**config.mk**
```make
export PLATFORM = sky130hd
export DESIGN_NAME = imem_boot_loader
export DESIGN_NICKNAME = d
export VERILOG_FILES = /design/src/rtl/imem_boot_loader_pkg.sv /design/src/rtl/imem_port_mux.sv /design/src/rtl/imem_boot_loader.sv
export SDC_FILE = /design/constraint.sdc
export NUM_CORES = 1
export LEC_CHECK = 0
export CAP_MARGIN = 20
export CORE_MARGIN = 2
export CORE_UTILIZATION = 48
export DETAILED_ROUTE_END_ITERATION = 6
export PLACE_DENSITY = 0.86
export SLEW_MARGIN = 20
export SYNTH_ARGS = -nofsm -noshare
export SYNTH_HDL_FRONTEND = slang
export SYNTH_SLANG_ARGS = --single-unit
export TNS_END_PERCENT = 5
```
**constraint.sdc**
```tcl
create_clock -name clk -period 7.4 [get_ports clk]
set_input_delay 0.74 -clock clk [delete_from_list [all_inputs] [get_ports clk]]
set_output_delay 0.74 -clock clk [all_outputs]
set_load 0.01 [all_outputs]
```
**src/rtl/imem_boot_loader_pkg.sv**
```systemverilog
// Shared types and SRAM pin constants for the imem boot loader.
// Build option IMEM_BOOT_LOADER_CHECKSUM_EN adds a trailing XOR checksum byte to the stream.
package imem_boot_loader_pkg;

  localparam int unsigned DEPTH = 512;
  localparam int unsigned LANES = 4;

  // SRAM control levels (all active-low)
  localparam logic       CEN_OFF  = 1'b1;
  localparam logic       GWEN_RD  = 1'b1;
  localparam logic [7:0] WEN_NONE = 8'hFF;
  localparam logic [7:0] WEN_ALL  = 8'h00;

  typedef enum logic [2:0] {
    StSample,
    StLenLo,
    StLenHi,
    StData,
    StChk,
    StRun,
    StErr
  } state_e;

endpackage

```
**src/rtl/imem_port_mux.sv**
```systemverilog
// One SRAM lane: selects loader-driven pins during boot, core imem request pins once running.
module imem_port_mux #(
  parameter int unsigned AW = 9
) (
  input  logic          core_sel,
  input  logic          l_cen,
  input  logic          l_gwen,
  input  logic [7:0]    l_wen,
  input  logic [AW-1:0] l_a,
  input  logic [7:0]    l_d,
  input  logic          c_cen,
  input  logic          c_gwen,
  input  logic [7:0]    c_wen,
  input  logic [AW-1:0] c_a,
  input  logic [7:0]    c_d,
  output logic          cen,
  output logic          gwen,
  output logic [7:0]    wen,
  output logic [AW-1:0] a,
  output logic [7:0]    d
);

  always_comb begin
    if (core_sel) begin
      cen  = c_cen;
      gwen = c_gwen;
      wen  = c_wen;
      a    = c_a;
      d    = c_d;
    end else begin
      cen  = l_cen;
      gwen = l_gwen;
      wen  = l_wen;
      a    = l_a;
      d    = l_d;
    end
  end

endmodule

```
**src/rtl/imem_boot_loader.sv**
```systemverilog
// Boot loader: streams a length-prefixed image into the four imem byte lanes, then hands the
// SRAMs to the core and releases core_rst. IMEM_BOOT_LOADER_CHECKSUM_EN enables the XOR check.
module imem_boot_loader #(
  parameter int unsigned DEPTH = 512,
  parameter int unsigned AW    = $clog2(DEPTH),
  parameter int unsigned LANES = 4
) (
  input  logic          clk,
  input  logic          rst,
  input  logic          boot_sel,
  input  logic [7:0]    rx_data,
  input  logic          rx_valid,
  output logic          rx_ready,
  output logic          core_rst,
  output logic          busy,
  output logic          error,
  output logic [AW:0]   words_loaded,
  input  logic          c_CEN  [0:LANES-1],
  input  logic          c_GWEN [0:LANES-1],
  input  logic [7:0]    c_WEN  [0:LANES-1],
  input  logic [AW-1:0] c_A    [0:LANES-1],
  input  logic [7:0]    c_D    [0:LANES-1],
  output logic          CEN    [0:LANES-1],
  output logic          GWEN   [0:LANES-1],
  output logic [7:0]    WEN    [0:LANES-1],
  output logic [AW-1:0] A      [0:LANES-1],
  output logic [7:0]    D      [0:LANES-1]
);
  import imem_boot_loader_pkg::*;

  localparam int unsigned LW = (LANES > 1) ? $clog2(LANES) : 1;
  localparam logic [LW-1:0] LastLane = LW'(LANES - 1);

  state_e        state_q, state_d;
  logic          fin_q, fin_d;
  logic [7:0]    len_lo_q;
  logic [AW:0]   n_q;
  logic [AW-1:0] word_q;
  logic [LW-1:0] lane_q;
  logic [AW:0]   words_q;
  logic          rx_ready_q, busy_q, error_q, core_rst_q;
  logic          l_cen_q  [0:LANES-1];
  logic          l_gwen_q [0:LANES-1];
  logic [7:0]    l_wen_q  [0:LANES-1];
  logic [AW-1:0] l_a_q    [0:LANES-1];
  logic [7:0]    l_d_q    [0:LANES-1];
`ifdef IMEM_BOOT_LOADER_CHECKSUM_EN
  logic [7:0]    xor_q;
`endif

  logic        accept, last_byte, run_sel;
  logic [15:0] len_n;

  assign accept    = rx_valid & rx_ready_q;
  assign len_n     = {rx_data, len_lo_q};
  assign last_byte = ({1'b0, word_q} == (n_q - (AW+1)'(1))) && (lane_q == LastLane);
  assign run_sel   = (state_q == StRun);

  assign rx_ready     = rx_ready_q;
  assign busy         = busy_q;
  assign error        = error_q;
  assign core_rst     = core_rst_q;
  assign words_loaded = words_q;

  always_comb begin
    state_d = state_q;
    fin_d   = 1'b0;
    unique case (state_q)
      StSample: state_d = boot_sel ? StLenLo : StRun;
      StLenLo:  if (accept) state_d = StLenHi;
      StLenHi: begin
        if (accept) state_d = (len_n == '0 || len_n > 16'(DEPTH)) ? StErr : StData;
      end
      StData: begin
        if (fin_q) begin
          state_d = StRun;
        end else if (accept && last_byte) begin
`ifdef IMEM_BOOT_LOADER_CHECKSUM_EN
          state_d = StChk;
`else
          // Hold one cycle so the final write pulse reaches the SRAM before the core owns it
          fin_d = 1'b1;
`endif
        end
      end
      StChk: begin
`ifdef IMEM_BOOT_LOADER_CHECKSUM_EN
        if (accept) state_d = (rx_data == xor_q) ? StRun : StErr;
`else
        state_d = StErr;
`endif
      end
      StRun:   ;
      StErr:   ;
      default: state_d = StErr;
    endcase
  end

  always_ff @(posedge clk or posedge rst) begin
    if (rst) begin
      state_q    <= StSample;
      fin_q      <= 1'b0;
      len_lo_q   <= '0;
      n_q        <= '0;
      word_q     <= '0;
      lane_q     <= '0;
      words_q    <= '0;
      rx_ready_q <= 1'b0;
      busy_q     <= 1'b1;
      error_q    <= 1'b0;
      core_rst_q <= 1'b1;
`ifdef IMEM_BOOT_LOADER_CHECKSUM_EN
      xor_q      <= '0;
`endif
      for (int i = 0; i < LANES; i++) begin
        l_cen_q[i]  <= CEN_OFF;
        l_gwen_q[i] <= GWEN_RD;
        l_wen_q[i]  <= WEN_NONE;
        l_a_q[i]    <= '0;
        l_d_q[i]    <= '0;
      end
    end else begin
      state_q    <= state_d;
      fin_q      <= fin_d;
      rx_ready_q <= (state_d inside {StLenLo, StLenHi, StChk}) ||
                    (state_d == StData && !fin_d);
      busy_q     <= state_d inside {StSample, StLenLo, StLenHi, StData, StChk};
      error_q    <= (state_d == StErr);
      core_rst_q <= (state_q != StRun);
      for (int i = 0; i < LANES; i++) begin
        l_cen_q[i]  <= CEN_OFF;
        l_gwen_q[i] <= GWEN_RD;
        l_wen_q[i]  <= WEN_NONE;
      end
      if (state_q == StLenLo && accept) len_lo_q <= rx_data;
      if (state_q == StLenHi && accept) begin
        n_q    <= len_n[AW:0];
        word_q <= '0;
        lane_q <= '0;
`ifdef IMEM_BOOT_LOADER_CHECKSUM_EN
        xor_q  <= '0;
`endif
      end
      if (state_q == StData && !fin_q && accept) begin
        for (int i = 0; i < LANES; i++) begin
          if (lane_q == LW'(i)) begin
            l_cen_q[i]  <= 1'b0;
            l_gwen_q[i] <= 1'b0;
            l_wen_q[i]  <= WEN_ALL;
            l_a_q[i]    <= word_q;
            l_d_q[i]    <= rx_data;
          end
        end
`ifdef IMEM_BOOT_LOADER_CHECKSUM_EN
        xor_q <= xor_q ^ rx_data;
`endif
        if (lane_q == LastLane) begin
          lane_q  <= '0;
          word_q  <= word_q + 1'b1;
          words_q <= words_q + 1'b1;
        end else begin
          lane_q <= lane_q + 1'b1;
        end
      end
    end
  end

  for (genvar g = 0; g < LANES; g++) begin : g_lane
    imem_port_mux #(
      .AW(AW)
    ) u_mux (
      .core_sel (run_sel),
      .l_cen    (l_cen_q[g]),
      .l_gwen   (l_gwen_q[g]),
      .l_wen    (l_wen_q[g]),
      .l_a      (l_a_q[g]),
      .l_d      (l_d_q[g]),
      .c_cen    (c_CEN[g]),
      .c_gwen   (c_GWEN[g]),
      .c_wen    (c_WEN[g]),
      .c_a      (c_A[g]),
      .c_d      (c_D[g]),
      .cen      (CEN[g]),
      .gwen     (GWEN[g]),
      .wen      (WEN[g]),
      .a        (A[g]),
      .d        (D[g])
    );
  end

endmodule

```
==> key figures, run 1 <==
Timing
  • Unrepaired setup endpoints after global routing: no
  • Final slew viol count: 0
  • Slew HR: 0.2786
  • Clock period minus worst slack: 3.952 ns
  • Final hold violations: 0
  • Worst slew pin tran: between 1 and 1.5 ns
  • Setup violators final: 0
  • Worst Slack Setup Final: 3.448 ns
  • Final period utilization: 0.5341
  • Fmax: 253.0 MHz
  • Setup Skew: 0.007209 ns
  • Sum of negative setup slack: 0 ns

Floorplan
  • Starting Density: 0.4963
  • Chip Width: ~120 µm
  • Vert. Die Dim: 118.7 µm
  • Rows: just over 40
  • Core Area: approximately 13000 µm²
  • DIE AREA: approximately 14000 µm²
  • I/O pins: 242

Worst setup path
  • Critical Path AT: 3.21 ns
  • CP startpoint: state_q[1]
  • Reg2reg start: lane_q[0]
  • RR Endpoint: rx_ready
  • Crit Path Max Fanout: 46
  • Worst Path Class, Setup: register to primary output
  • Worst setup path end: WEN[11]
  • Startpoint Class: register
  • Reg2reg setup slack: slightly above 4 ns
  • R2R depth: 7
  • Endpoint class of the critical path: primary output
  • Crit path required time: 6.66 ns

Placed design
  • Inst Count DP: between 1000 and 1500
  • Number of port buffers: 241
  • Placed instance area: just under 9000 µm²
  • Pre-CTS setup slack: 3.609 ns
  • DP HPWL: around 14000 µm
  • RD Place Congestion: approximately 0.83

Synthesis
  • Commonest cells post-synth: nand2_1 (294), dfrtp_1 (113), mux2_2 (59)
  • Synthesized cell area: ~6300 µm²
  • Syn. warnings: 0
  • Cells after synthesis: 710
  • Post-synth EDFFs: 0
  • Cell taking the most area after synthesis: dfrtp_1
  • Leading post-synthesis cells by cell area: dfrtp_1 (45%), nand2_1 (17%), mux2_2 (11%)
  • Main synth FF type: dfrtp_1
  • Syn Nets: 837
  • Cell variety after synth: 53
  • Synthesized area per cell: 8.892 µm²
  • Yosys reg bits: between 100 and 150
  • Most common cell in the netlist: nand2_1
  • Share of Yosys cell area claimed by the top area cell type: 0.4479
  • Ys async rst share: 1.000
  • Sequential fraction of the synthesis area: 0.4728

Clocking
  • TritonCTS clock tree: built
  • CTS-repair resized insts: 0
  • Setup bufs post-CTS: 0
  • Inserted Clock Buffers: 17
  • Clock net sink count: 119
  • Clock Path Buffers: 2
  • CTS H-tree depth: 4
  • Root Driver: clkbuf_16
  • CTS clock-pin slew for the worst setup and hold paths: ~0.050 ns
  • Post-cts hold buffer count: 0
  • Worst-Skew Late Latency: between 0.4 and 0.5 ns

Route
  • ANT nets after route: 0
  • Drt total wl: between 15000 and 20000 µm
  • Via/cell ratio: roughly 5.3
  • Pre-antenna DRT Iters: 4
  • Number of DRC markers after the initial detailed-route iteration: roughly 350
  • Wire length per cell: 17.33 µm
  • Routed vias: between 5000 and 6000
  • # DRC: 0

Power and ir drop
  • Pleak: between 4 and 5 nW
  • Power per cell area: ~170 nW/µm²
  • Worst IR Drop VDD: between 100 and 150 µV

Finish
  • Layout area overhead: 48.04%
  • Fin nets: about 1000
  • Non-Filler Instances: between 1000 and 1500
  • Final Cell Area: between 9000 and 10000 µm²
  • Layout cells sized above 1: 0.1155
  • Multi-input logic area: a little over 3000 µm²
  • Fillers: between 900 and 1000
  • FF+latch area: 2985 µm²

Worst hold path
  • HP Class: register to register

Job
  • Max_cap viols: 0

GRT
  • Total gr overflow: 0
  • Largest net degree at the start of global routing: between 100 and 150
  • Initial antenna violation count: 4
  • Vias in the first global route: a little under 6000
  • First-pass GRT wire length: approximately 30000 µm
  • GRT Overall Usage: 0.2804

Status
  • Status: finished, final reports clean
worst min path at each step:
stage,from,end,depth (start not counted)
final,l_d_q[5],l_d_q[5],2
after CTS,l_d_q[5],l_d_q[5],2
after detailed placement,l_d_q[5],l_d_q[5],2
after floorplan,l_d_q[0],l_d_q[0],2
after global routing,words_loaded[9],words_loaded[9],1
after global placement,l_a_q[0],l_a_q[0],2
layout by cell type, fill, tap and decap left out, types with 5 or more instances in the layout:
cell type        count
mux2_2              59
nand3_1             13
inv_1                9
and2_1               7
ha_1                 7
a21o_1              41
nand2_1            294
xnor2_1             18
dfrtp_1            113
clkdlybuf4s50_1    241
nand4_1              6
o21ai_0              9
nor3_1               5
dfstp_2              6
diode_2              5
clkbuf_16           17
nor2_1              12
metal layers:
layer,global-route usage,vias up,share of wire
met2,0.4698,273,0.50
met5,0,-,0
met3,0.07915,49,0.077
met1,0.3372,2771,0.39
met4,0.1213,0,0.027
li1,-,2761,-
cell type report:
| class | instances | area share |
|---|---|---|
| multi-input combinational | 528 | 0.3245 |
| clock buffer | 23 | 0.05007 |
| inverter | 12 | 0.005087 |
| clock inverter | 9 | 0.01606 |
| tap | 172 | 0.02303 |
| timing repair buffer | 244 | 0.2605 |
| sequential | 119 | 0.3194 |
| antenna | 5 | 0.001339 |
where the power goes:
group,switching (W),internal [W]
combinational,0.0000286,0.0000562
clock,0.000279,0.000579
sequential,0,0.000652
worst max-delay path: stages, from the launching register on:
cell	delay, ns
dfrtp_1	0.46
nand2b_1	0.27
nor2_4	0.06
inv_2	0.36
buf_4	0.49
and2_1	0.45
a21o_1	0.14
clkdlybuf4s50_1	0.55
flip-flops by register name (all words and copies together), names as in the netlist:
name	flops
error	1
l_wen_q	4
l_a_q	36
state_q	3
l_d_q	32
rx_ready	1
busy	1
words_loaded	10
word_q	9
lane_q	2
core_rst	1
n_q	10
len_lo_q	8
fin_q	1
stage by stage:
step / hold slack, ns / util / total power (W)
floorplan: 0.4455 / - / 0.0006741
global placement: 0.4605 / 0.6851 / 0.0007462
detailed placement: 0.4633 / 0.6851 / 0.0007472
CTS: 0.4766 / 0.7337 / 0.001602
global route: 0.4933 / 0.7347 / 0.001640
finish: 0.4743 / 0.7347 / 0.001595
cell families (layout without fill, tap and decap cells):
kind of cell,Yosys count,count (layout),share of synthesized area
simple gates,368,368,0.2453
flops,119,119,0.4728
other cells,0,5,0
fa+ha+maj,7,7,0.01387
xor+xnor,19,19,0.02636
mux,62,62,0.1100
compound gates,72,72,0.08363
buf+inv,63,288,0.04796
No activity file was read; power rests on OpenSTA's default activity.
==> run 2: changes to the inputs <==
--- a/config.mk
+++ b/config.mk
@@ -7,9 +7,9 @@
 export LEC_CHECK = 0
 export CAP_MARGIN = 20
 export CORE_MARGIN = 2
-export CORE_UTILIZATION = 48
+export CORE_UTILIZATION = 45
 export DETAILED_ROUTE_END_ITERATION = 6
-export PLACE_DENSITY = 0.86
+export PLACE_DENSITY = 0.82
 export SLEW_MARGIN = 20
 export SYNTH_ARGS = -nofsm -noshare
 export SYNTH_HDL_FRONTEND = slang
==> constraint.sdc (replaced) <==
create_clock -name clk -period 3.88 [get_ports clk]
set_input_delay 0.388 -clock clk [delete_from_list [all_inputs] [get_ports clk]]
set_output_delay 0.388 -clock clk [all_outputs]
set_load 0.01 [all_outputs]
==> key figures, run 2 (same netlist as run 1, synthesis figures left out) <==
Finish
  • Layout cells sized above 1: 0.1217 (+0.006157)
  • Fillers: 1092 (+20%)
  • Fin nets: 1051 (+0.19%)
  • Non-Filler Instances: 1119 (+0.63%)
  • Layout area overhead: 48.30%
  • Max reg flops: 36 (unchanged)
  • Largest reg by FF count: l_a_q
  • Largest regs: l_a_q x36, l_d_q x32
  • Most common cell after layout, fill and taps aside: nand2_1
  • Final Cell Area: 9363 µm² (+0.17%)
  • Most frequent cells in the layout: nand2_1 (294), clkdlybuf4s50_1 (241), dfrtp_1 (113)

GRT
  • Total gr overflow: 0 (unchanged)
  • First-pass GRT wire length: 29690 µm (-4.0%)
  • Largest net degree at the start of global routing: 109 (unchanged)
  • Vias in the first global route: 5765 (-2.3%)
  • Initial antenna violation count: 2 (-2)
  • GRT Overall Usage: 0.2591 (-0.02135)

Placed design
  • RD Place Congestion: 0.8005 (-3.4%)
  • DP HPWL: 13580 µm (+0.37%)
  • Pre-CTS setup slack: 1.134 ns (-2.475 ns)
  • Number of port buffers: 241 (unchanged)
  • Placed instance area: 8766 µm² (+0.57%)
  • Inst Count DP: 1085 (+0.93%)

Clocking
  • CTS-repair resized insts: 0 (unchanged)
  • Setup bufs post-CTS: 0 (unchanged)
  • TritonCTS clock tree: built
  • Clock net sink count: 119 (unchanged)
  • Inserted Clock Buffers: 17 (unchanged)
  • Post-cts hold buffer count: 0 (unchanged)
  • Clock Path Buffers: 2 (unchanged)
  • CTS H-tree depth: 4 (unchanged)
  • Worst-Skew Late Latency: 0.41 ns (about the same)
  • CTS clock-pin slew for the worst setup and hold paths: 0.06 ns (about the same)
  • Root Driver: clkbuf_16

Timing
  • Sum of negative setup slack: 0 ns (unchanged)
  • Slew HR: 0.4616 (+0.1830)
  • Worst Slack Setup Final: 0.6845 ns (-2.763 ns)
  • Worst slew pin tran: 0.8076 ns (-0.2744 ns)
  • Setup violators final: 0 (unchanged)
  • Clock period minus worst slack: around 3.2 ns
  • Fmax: between 300 and 400 MHz
  • Final slew viol count: 0 (unchanged)
  • Setup Skew: 0.01168 ns (+0.004467 ns)
  • Final period utilization: 0.8236
  • Unrepaired setup endpoints after global routing: no
  • Min Hold Slack: 0.4799 ns (+0.005571 ns)
  • Final hold violations: 0 (unchanged)

Route
  • Routed vias: 5800 (-0.92%)
  • Wire length per cell: 17.05 µm (-1.6%)
  • Via/cell ratio: 5.183 (-1.5%)
  • ANT nets after route: 0 (unchanged)
  • Pre-antenna DRT Iters: 4 (unchanged)
  • Drt total wl: 19080 µm (-0.96%)
  • # DRC: 0 (unchanged)
  • Number of DRC markers after the initial detailed-route iteration: 266 (-24%)

Worst setup path
  • Endpoint class of the critical path: primary output
  • Worst Path Class, Setup: register to primary output
  • Crit Path Max Fanout: 48 (+4.3%)
  • Crit path required time: 3.49 ns (-3.17 ns)
  • CP startpoint: state_q[1]
  • Reg2reg start: lane_q[0]
  • Critical Path AT: 2.81 ns (-0.40 ns)
  • Startpoint Class: register
  • Reg2reg setup slack: 1.42 ns (-2.72 ns)
  • R2R depth: 9 (+2)
  • RR Endpoint: rx_ready

Power and ir drop
  • Power per cell area: 316.1 nW/µm² (+85%)
  • Pleak: 4.430 nW (+0.14%)
  • Worst IR Drop VDD: 285.0 µV (+96%)

Floorplan
  • Chip Width: 122.5 µm (+3.2%)
  • I/O pins: 242 (unchanged)
  • Starting Density: 0.4584 (-0.03787)
  • Vert. Die Dim: 122.5 µm (+3.2%)
  • Rows: 43 (+4.9%)
  • Core Area: 13770 µm² (+8.3%)
  • DIE AREA: 14990 µm² (+6.4%)

Job
  • Max_cap viols: 0 (unchanged)

Worst hold path
  • Min-delay src: words_loaded[9]
  • HP Class: register to register
  • Hold depth: 1 (-1)
  • Hold path endpoint: words_loaded[9]

Status
  • Status: finished, final reports clean
run 2: cell count changes in the layout (fill, tap and decap cells not counted), moves of 3 or more:
cell / before / now
clkbuf_1: 4 / 0
inv_6: 0 / 4
diode_2: 5 / 2
clkinv_4: 0 / 4
run 2: where the power goes:
group / leakage (nW) / total (W) / switching [W] / internal (W)
Combinational: 2.53 / 0.000163 / 0.0000542 / 0.000109
Clock: 0.287 / 0.00155 / 0.000597 / 0.000958
Sequential: 1.62 / 0.00124 / 0 / 0.00124
Total: 4.43 / 0.00296 / 0.000651 / 0.00231
run 2: layout make-up:
class | count | area, µm² | area share
Timing Repair Buffer | 246 | 2475 | 0.2643
Inverter | 12 | 47.55 | 0.005078
Antenna cell | 2 | 5.005 | 0.0005345
Clock buffer | 17 | 425.4 | 0.04544
Sequential cell | 119 | 2985 | 0.3189
Multi-Input combinational cell | 528 | 3033 | 0.3239
Clock inverter | 15 | 166.4 | 0.01777
Tap cell | 180 | 225.2 | 0.02405
run 2: per-layer routing:
| metal | GRT usage | wire, µm |
|---|---|---|
| met4 | 0.09555 | 525 |
| met1 | 0.3040 | 7273 |
| met2 | 0.4639 | 9743 |
| met5 | 0 | 0 |
| met3 | 0.05669 | 1541 |
run 2: worst max path at each step:
stage / cells after the start / end
floorplan: 1 / error
global placement: 7 / D[17]
detailed placement: 7 / D[31]
CTS: 7 / D[31]
global route: 7 / D[2]
finish: 7 / D[31]
run 2: worst max-delay path, cell delays in order (launching register included):
cell	delay, ns
dfrtp_1	0.44
nand2b_1	0.25
nor2_4	0.06
inv_2	0.33
buf_4	0.52
nand2_1	0.11
nand2_1	0.10
clkdlybuf4s50_1	0.57
run 2: through the flow:
stage          power (W)    util
6_report        0.002959  0.6798
4_1_cts         0.002973  0.6794
2_1_floorplan   0.001286       -
3_3_place_gp    0.001425  0.6364
3_5_place_dp    0.001427  0.6364
5_1_grt         0.003058  0.6798
==> run 3: changes to the inputs <==
==> constraint.sdc (replaced) <==
create_clock -name clk -period 3.35 [get_ports clk]
set_input_delay 0.335 -clock clk [delete_from_list [all_inputs] [get_ports clk]]
set_output_delay 0.335 -clock clk [all_outputs]
set_load 0.01 [all_outputs]
==> key figures, run 3 (same netlist as run 1, synthesis figures left out) <==
Route
  • ANT nets after route: 0 (unchanged)
  • Number of DRC markers after the initial detailed-route iteration: 324 (+22%)
  • Top routing layer in use: met4
  • Met2 WL post-DR: 9913 µm (+1.7%)
  • Drt total wl: 19150 µm (+0.35%)
  • Pre-antenna DRT Iters: 4 (unchanged)
  • # DRC: 0 (unchanged)
  • Met3 WL: 1477 µm (-4.2%)
  • WL met1: 7205 µm (-0.93%)
  • Routed vias: 5852 (+0.90%)
  • Wire length per cell: 17.01 µm (-0.28%)
  • Via/cell ratio: 5.197 (+0.27%)

Worst setup path
  • Top delay family on crit path: buffers and inverters
  • RR Endpoint: rx_ready
  • Crit path required time: 3.01 ns (-0.48 ns)
  • Critical path's largest stage delay: 0.54 ns (-0.03 ns)
  • R2R depth: 7 (-2)
  • Worst Path Class, Setup: register to primary output
  • Endpoint class of the critical path: primary output
  • Critical Path AT: 2.68 ns (-0.13 ns)
  • Crit Path Max Fanout: 30 (-38%)
  • Slowest CP cell: clkdlybuf4s50_1
  • Crit path buf inv count: 2 (-1)
  • Reg2reg start: lane_q[0]
  • Crit-path cells: nand2b_1 > nor2_4 > inv_2 > and2_1 > a21o_1 > clkdlybuf4s50_1
  • Startpoint Class: register
  • Reg2reg setup slack: 0.89 ns (-0.53 ns)

Placed design
  • DP HPWL: 13800 µm (+1.6%)
  • Number of port buffers: 241 (unchanged)
  • RD Place Congestion: 0.8722 (+9.0%)

Floorplan
  • Starting Density: 0.4584 (unchanged)
  • Chip Width: 122.5 µm (unchanged)
  • Core Area: 13770 µm² (unchanged)
  • Vert. Die Dim: 122.5 µm (unchanged)
  • DIE AREA: 14990 µm² (unchanged)
  • Rows: 43 (unchanged)
  • I/O pins: 242 (unchanged)

Clocking
  • Root Driver: clkbuf_16
  • CTS H-tree depth: 4 (unchanged)
  • CTS clock-pin slew for the worst setup and hold paths: 0.06 ns (about the same)
  • Clock Path Buffers: 2 (unchanged)
  • CTS-repair resized insts: 0 (unchanged)
  • Clock net sink count: 119 (unchanged)
  • TritonCTS clock tree: built
  • Post-cts hold buffer count: 0 (unchanged)
  • Setup bufs post-CTS: 0 (unchanged)
  • Inserted Clock Buffers: 17 (unchanged)
  • Worst-Skew Late Latency: 0.42 ns (about the same)

Finish
  • Layout area overhead: 49.17%
  • Most common cell after layout, fill and taps aside: nand2_1
  • Max reg flops: 36 (unchanged)
  • Fin nets: 1056 (+0.48%)
  • Layout cells sized above 1: 0.1263 (+0.004662)
  • Fillers: 1083 (-0.82%)
  • Largest regs: l_a_q x36, l_d_q x32
  • Largest reg by FF count: l_a_q
  • Most frequent cells in the layout: nand2_1 (294), clkdlybuf4s50_1 (241), dfrtp_1 (113)

GRT
  • Largest net degree at the start of global routing: 109 (unchanged)
  • Initial antenna violation count: 4 (+2)
  • Total gr overflow: 0 (unchanged)
  • GRT Overall Usage: 0.2591 (about the same)
  • First-pass GRT wire length: 29500 µm (-0.65%)
  • Vias in the first global route: 5608 (-2.7%)

Timing
  • Clock period minus worst slack: roughly 3.0 ns
  • Worst slew pin tran: 0.8435 ns (+0.03586 ns)
  • Fmax: 332.0 MHz
  • Setup Skew: 0.01043 ns (-0.001242 ns)
  • Setup violators final: 0 (unchanged)
  • Final hold violations: 0 (unchanged)
  • Slew HR: 0.4356 (-0.02598)
  • Final period utilization: 0.8991
  • Final slew viol count: 0 (unchanged)
  • Sum of negative setup slack: 0 ns (unchanged)
  • Unrepaired setup endpoints after global routing: no

Power and ir drop
  • Worst IR Drop VDD: 286.4 µV (+0.52%)
  • P_int: 0.002677 W (+16%)
  • Total power: 0.003444 W (+16%)
  • Power per cell area: 365.7 nW/µm² (+16%)
  • Reg power frac: 0.418 (-0.002)
  • Clk pwr share: 0.525 (about the same)
  • Switching share of power: 0.2225 (+0.002476)
  • Comb power frac: 0.057 (+0.002)
  • Pleak: 4.450 nW (+0.45%)
  • Net Switching: 0.0007663 W (+18%)

Job
  • Max_cap viols: 0 (unchanged)

Worst hold path
  • HP Class: primary input to async pin

Status
  • Status: finished, final reports clean
==> run 3: changes by cell type in the layout (fill, tap and decap cells not counted) <==
cell        delta
clkinvlp_4     +2
diode_2        +2
buf_4          +4
inv_6          +1
buf_12         +1
clkinv_4       -2
inv_4          -1
==> run 3: how the worst max path moves through the flow <==
| stage | from | end | slack [ns] | cells past startpoint |
|---|---|---|---|---|
| after floorplan | state_q[1] | CEN[3] | 1.30 | 7 |
| after global placement | state_q[1] | WEN[11] | 0.81 | 6 |
| after detailed placement | state_q[1] | WEN[11] | 0.73 | 6 |
| after CTS | state_q[1] | WEN[11] | 0.29 | 6 |
| after global routing | state_q[1] | WEN[11] | 0.14 | 6 |
| final | state_q[1] | WEN[11] | 0.34 | 6 |
==> run 3: metrics by stage <==
stage / hold WS, ns / setup slack (ns) / cell area, µm² / cells / utilization
finish: 0.3290 / 0.3380 / 9418 / 1126 / 0.6838
floorplan: 0.4404 / 1.300 / 6317 / 710 / -
detailed placement: 0.4622 / 0.7282 / 8817 / 1090 / 0.6402
global placement: 0.4598 / 0.8057 / 8817 / 1090 / 0.6402
global route: 0.3705 / 0.1416 / 9418 / 1126 / 0.6838
CTS: 0.3447 / 0.2885 / 9408 / 1122 / 0.6830
==> run 3: worst reg2reg max path, stage by stage, from the launching register on <==
cell	delay, ns
dfrtp_1	0.43
ha_1	0.29
and4b_1	0.23
and2_1	0.38
inv_1	0.11
nor4_1	0.44
nand3_1	0.17
o31a_1	0.30
==> run 3: final cells by class <==
class,count,area (µm²),area share
antenna,4,10.01,0.001063
timing repair buffer,251,2525,0.2681
clock inverter,15,165.2,0.01754
sequential,119,2985,0.3170
multi-input combinational,528,3033,0.3220
tap,180,225.2,0.02391
inverter,12,48.80,0.005181
clock buffer,17,425.4,0.04517
==> run 3: power groups by stage <==
stage / logic, W / registers (W) / clock network, W
2_1_floorplan: 0.0000253 / 0.00146 / 0
3_3_place_gp: 0.000195 / 0.00146 / 0
3_5_place_dp: 0.000197 / 0.00146 / 0
4_1_cts: 0.000199 / 0.00144 / 0.00183
5_1_grt: 0.000211 / 0.00144 / 0.00190
6_report: 0.000197 / 0.00144 / 0.00181
==> run 3: routing by layer <==
layer  track usage  up-vias
met3       0.06738       33
met2        0.4615      214
met5             0        -
li1              -     2777
met1        0.2958     2828
met4        0.1034        0
